$ cat src/rtl/battle_phase_ctrl.sv
// battle_phase_ctrl
//   Game-phase sequencer for the 8x8 battleship cell memory. Walks the player
//   through placing a fixed fleet, then runs the shooting phase (hit/miss
//   marking) until every ship cell has been hit.
//
// Ports
//   clk_in       in   1  system clock, all state changes on posedge
//   rst          in   1  asynchronous reset, active-high
//   start        in   1  pulse: begin a new game (IDLE/DONE only)
//   click        in   1  pulse: left click on grid
//   rotate       in   1  pulse: toggle ship direction (PLACE only)
//   ship_placed  in   1  memory ack for a placement write
//   cell_status  in   4  memory content at mouse cell (0 empty, 2 ship, 5 hit, 6 miss)
//   play_status  out  2  00 idle, 01 placing, 10 shooting, 11 game over
//   we           out  1  memory write enable, one-cycle pulse
//   new_value    out  4  value written while shooting (5 hit, 6 miss, else 0)
//   dimension    out  3  length of ship being placed (0 outside placement)
//   direction    out  1  0 = along x, 1 = along y
//   ship_idx     out  3  index of ship being placed
//   hit_count    out  5  ship cells hit so far
//   shot_count   out  8  accepted shots, saturating at 255
//   game_over    out  1  high in DONE
module battle_phase_ctrl #(
    parameter int unsigned N_SHIPS     = 4,
    // packed 3-bit ship lengths, ship 0 in [2:0]: default fleet 4,3,3,2
    parameter logic [23:0] FLEET       = 24'h0004DC,
    parameter int unsigned TOTAL_CELLS = 12
) (
    input  logic       clk_in,
    input  logic       rst,
    input  logic       start,
    input  logic       click,
    input  logic       rotate,
    input  logic       ship_placed,
    input  logic [3:0] cell_status,
    output logic [1:0] play_status,
    output logic       we,
    output logic [3:0] new_value,
    output logic [2:0] dimension,
    output logic       direction,
    output logic [2:0] ship_idx,
    output logic [4:0] hit_count,
    output logic [7:0] shot_count,
    output logic       game_over
);

    typedef enum logic [2:0] {
        IDLE,
        PLACE,
        PLACE_WR,
        SHOOT,
        SHOOT_WR,
        DONE
    } state_t;

    localparam logic [3:0] CELL_EMPTY = 4'd0;
    localparam logic [3:0] CELL_SHIP  = 4'd2;
    localparam logic [3:0] CELL_HIT   = 4'd5;
    localparam logic [3:0] CELL_MISS  = 4'd6;
    localparam logic [2:0] LAST_IDX   = 3'(N_SHIPS - 1);
    localparam logic [4:0] HIT_TARGET = 5'(TOTAL_CELLS);

    state_t     state_q, state_d;
    logic [1:0] play_q, play_d;
    logic       we_q, we_d;
    logic [3:0] nv_q, nv_d;
    logic [2:0] dim_q, dim_d;
    logic       dir_q, dir_d;
    logic [2:0] idx_q, idx_d;
    logic [4:0] hit_q, hit_d;
    logic [7:0] shot_q, shot_d;
    logic       go_q, go_d;
    logic [23:0] fleet_sh;

    always_ff @(posedge clk_in or posedge rst) begin
        if (rst) begin
            state_q <= IDLE;
            play_q  <= '0;
            we_q    <= 1'b0;
            nv_q    <= '0;
            dim_q   <= '0;
            dir_q   <= 1'b0;
            idx_q   <= '0;
            hit_q   <= '0;
            shot_q  <= '0;
            go_q    <= 1'b0;
        end else begin
            state_q <= state_d;
            play_q  <= play_d;
            we_q    <= we_d;
            nv_q    <= nv_d;
            dim_q   <= dim_d;
            dir_q   <= dir_d;
            idx_q   <= idx_d;
            hit_q   <= hit_d;
            shot_q  <= shot_d;
            go_q    <= go_d;
        end
    end

    always_comb begin
        state_d  = state_q;
        idx_d    = idx_q;
        dir_d    = dir_q;
        hit_d    = hit_q;
        shot_d   = shot_q;
        nv_d     = '0;
        fleet_sh = '0;

        unique case (state_q)
            IDLE, DONE: begin
                if (start) begin
                    state_d = PLACE;
                    idx_d   = '0;
                    dir_d   = 1'b0;
                    hit_d   = '0;
                    shot_d  = '0;
                end
            end
            PLACE: begin
                // click has priority; a simultaneous rotate is discarded
                if (click) begin
                    state_d = PLACE_WR;
                end else if (rotate) begin
                    dir_d = ~dir_q;
                end
            end
            PLACE_WR: begin
                state_d = PLACE;
                if (ship_placed) begin
                    if (idx_q == LAST_IDX) begin
                        state_d = SHOOT;
                    end else begin
                        idx_d = idx_q + 3'd1;
                    end
                end
            end
            SHOOT: begin
                if (click) begin
                    if (cell_status == CELL_SHIP) begin
                        nv_d    = CELL_HIT;
                        state_d = SHOOT_WR;
                    end else if (cell_status == CELL_EMPTY) begin
                        nv_d    = CELL_MISS;
                        state_d = SHOOT_WR;
                    end
                end
            end
            SHOOT_WR: begin
                // hit is committed at the end of the write cycle, so the
                // counter moves one cycle after we
                if (shot_q != 8'hFF) begin
                    shot_d = shot_q + 8'd1;
                end
                if (nv_q == CELL_HIT) begin
                    hit_d = hit_q + 5'd1;
                end
                state_d = (hit_d == HIT_TARGET) ? DONE : SHOOT;
            end
            default: state_d = IDLE;
        endcase

        // registered outputs are decoded from the next state
        we_d = (state_d == PLACE_WR) || (state_d == SHOOT_WR);
        go_d = (state_d == DONE);
        unique case (state_d)
            PLACE, PLACE_WR: play_d = 2'b01;
            SHOOT, SHOOT_WR: play_d = 2'b10;
            DONE:            play_d = 2'b11;
            default:         play_d = 2'b00;
        endcase
        if ((state_d == PLACE) || (state_d == PLACE_WR)) begin
            fleet_sh = FLEET >> (5'(idx_d) * 5'd3);
        end
        dim_d = fleet_sh[2:0];
    end

    assign play_status = play_q;
    assign we          = we_q;
    assign new_value   = nv_q;
    assign dimension   = dim_q;
    assign direction   = dir_q;
    assign ship_idx    = idx_q;
    assign hit_count   = hit_q;
    assign shot_count  = shot_q;
    assign game_over   = go_q;

endmodule

$ cat config.mk
export PLATFORM = sky130hd
export DESIGN_NAME = battle_phase_ctrl
export DESIGN_NICKNAME = d
export VERILOG_FILES = /design/src/rtl/battle_phase_ctrl.sv
export SDC_FILE = /design/constraint.sdc
export NUM_CORES = 1
export LEC_CHECK = 0
export BUFFER_PORTS_ARGS = -buffer_cell sky130_fd_sc_hd__clkbuf_2
export CORE_MARGIN = 1.5
export CORE_UTILIZATION = 57
export DETAILED_ROUTE_END_ITERATION = 6
export PLACE_DENSITY = 0.84
export REMOVE_ABC_BUFFERS = 1
export SYNTH_ARGS = -nofsm -noshare
export SYNTH_HDL_FRONTEND = slang
export SYNTH_SLANG_ARGS = --single-unit
$ cat constraint.sdc
create_clock -name clk_in -period 4.8 [get_ports clk_in]
set_input_delay 0.96 -clock clk_in [delete_from_list [all_inputs] [get_ports clk_in]]
set_output_delay 0.96 -clock clk_in [all_outputs]
set_load 0.1 [all_outputs]
==> flow_metrics.tcl <==
set metrics [dict create \
    outcome "finished clean" \
    chipHeight_um 57.2 \
    postCtsSetupBuffers 0 \
    setup_viol 0 \
    synth_area_per_cell_sq_um 9.86 \
    peakVddDrop_mv 0.678 \
    layout_setup_ws_ps 2350 \
    synth_flop_cell "dfrtp_1" \
    initial_utilization 0.602 \
    slew_violations 0 \
    p_per_area_mw_per_mm2 646 \
    synth_area_sq_mm 0.00168 \
    dpl_worst_slack_ps 2370 \
    startpoint "state_q[0]" \
    synth_cell_types 48 \
    cts_hold_buf 0 \
    layout.cells.non_filler 237 \
    min_path_cells 1 \
    grt-ovfl-total 0 \
    whs_endpoint "direction" \
    r2r_start "state_q[0]" \
    slew_headroom 0.269 \
    place_hpwl_um 2540 \
    post_drt_wl_per_cell_um 14.3 \
    ios 38 \
    die-area_sq_mm 0.00327 \
    area_growth_pct 13.5 \
    postRouteAntennaNets 0 \
    drt_pass1_iterations 4 \
    r2r_cells 5 \
    routed_wl_um 3390 \
    place_congestion 0.865 \
    finalClockSkew_ps 9.66 \
    routed_via_density 5.87 \
    start_kind "register" \
    cts_num_sinks 30 \
    synthCells 170 \
    dieWidth_um 57.2 \
    cts_tree "yes" \
    fmax_mhz 407 \
    ctsLongestPathBuffers 2 \
    fillerInstances 229 \
    synthMuxAreaShare 0.0119 \
    drive_gt1_frac 0.248 \
    clk_latency_ps 330 \
    synth_edf_count 0 \
    hp-start "direction" \
    cts_made_buffers 5 \
    crit_path_max_fanout 17 \
    grt_pass1_wl_um 5640 \
    drc 0 \
    ys_seq_elements 30 \
    synthAdderAreaFrac 0.0373 \
    async_flop_share 1.00 \
    synthTopCellsByArea "dfrtp_1 (45%), ha_1 (3.7%), nor2_1 (3.4%)" \
    cts.clk_slew.worst_paths_ps 100 \
    synth_compound_area_frac 0.161 \
    htree_levels 2 \
    maxCapViolCount 0 \
    synth_xor_area_frac 0.0471 \
    cts_resized 0 \
    grt_max_degree 31 \
    yosysTopAreaCell "dfrtp_1" \
    mostFrequentLayoutCells "clkbuf_2 (36), dfrtp_1 (30), nor2_1 (15)" \
    fin_tns_setup_ps 0 \
    synth-simple-area-share 0.258 \
    worstPathArrival_ps 2660 \
    final_cell_area_sq_mm 0.00190 \
    r2r_end "shot_count[3]" \
    fin_crit_ps 2450 \
    leakagePower_nw 0.934 \
    cts_root_buf "clkbuf_4" \
    vias 1391 \
    yosysWarnings 0 \
    grt_antenna_before_repair 0 \
    path_class "register to register" \
    diodes 0 \
    final_common_cell "clkbuf_2" \
    worst_pin_slew_ps 1090 \
    hold_path_class "register to register" \
    cp.required_ps 5000 \
    dr.first_iter.drc_count 49 \
    yosysTopAreaCellShare 0.448 \
    synth-seq-area-share 0.448 \
    grt_setup_unrepaired "false" \
    dp_cells 230 \
    rrSetupSlack_ps 2350 \
    rows 19 \
    final_nets 221 \
    placed_cell_area_sq_mm 0.00185 \
    crit_path_end_kind "register" \
    synth_top_family_by_area "simple AND/OR/NAND/NOR gates" \
    grt_usage 0.224 \
    portBuffers 36 \
    total_power_mw 1.23 \
    timing.final.crit_share 0.511 \
    coreArea_sq_mm 0.00278 \
    first_global_vias 1293 \
    finalHoldViolations 0 \
]
[cell type report]
cell class | count | area, sq um | area share
Multi-Input combinational cell | 128 | 866 | 0.455
Tap cell | 31 | 38.8 | 0.0204
Clock buffer | 5 | 37.5 | 0.0197
Sequential cell | 30 | 751 | 0.395
Clock inverter | 2 | 10.0 | 0.00526
Timing Repair Buffer | 36 | 180 | 0.0947
Inverter | 5 | 18.8 | 0.00987
[flip-flops by register name, summed over array words and instances (netlist names)]
register     flops
direction        1
new_value        3
dimension        3
shot_count       8
play_status      2
hit_count        5
ship_idx         3
game_over        1
we               1
state_q          3
[worst max-delay path by stage]
| stage | end |
|---|---|
| floorplan | state_q[1] |
| global placement | dimension[0] |
| detailed placement | dimension[0] |
| CTS | shot_count[5] |
| global route | shot_count[3] |
| finish | shot_count[3] |
[Yosys cell counts, types with 2 or more instances]
library cell / instances
and2_1: 3
nor4_1: 4
nand2b_1: 5
nor3_1: 3
and3_1: 2
clkbuf_1: 3
a211oi_1: 2
o22ai_1: 2
buf_2: 2
xnor2_1: 6
ha_1: 5
o21a_1: 2
mux2i_1: 2
nand4_1: 2
nor2_1: 15
dfrtp_1: 30
or3_1: 2
a21boi_0: 2
xor2_1: 3
a21oi_1: 8
nor3b_1: 4
nand3_1: 5
nand2_1: 8
inv_1: 5
o21ai_0: 8
nor2b_1: 9
o31ai_1: 7
[power breakdown]
part | switching, mW | internal, mW
clock network | 0.0851 | 0.0525
logic | 0.550 | 0.142
registers | 0.0828 | 0.315
total | 0.718 | 0.510
[logic make-up (layout without fill, tap and decap cells)]
logic type                 after synthesis  in the layout
AOI/OAI and AO/OA                       38             38
xor gates and xnor gates                 9              9
adders and majority gates                5              5
buffers and inverters                   12             48
DFF                                     30             30
muxes                                    2              2
other                                    1              1
and+or+nand+nor                         73             73
[worst max-delay path, cell delays in order (launching register included)]
cell	delay, ps
dfrtp_1	570
or3b_1	620
nor3_1	720
nor3_1	140
xnor2_1	220
nor2_1	60
[layer usage]
| layer | up-vias | wire, um | track usage |
|---|---|---|---|
| met5 | - | 0 | 0 |
| met4 | 0 | 43 | 0.0997 |
| met3 | 6 | 148 | 0.0680 |
| met2 | 44 | 1760 | 0.368 |
| met1 | 662 | 1440 | 0.274 |
| li1 | 679 | - | - |
[stage by stage]
step                hold slack (ps)  utilization
floorplan                       616            -
global placement                485        0.667
detailed placement              486        0.667
CTS                             500        0.684
global route                    527        0.684
finish                          496        0.684
(Power assumes the default switching activity.)
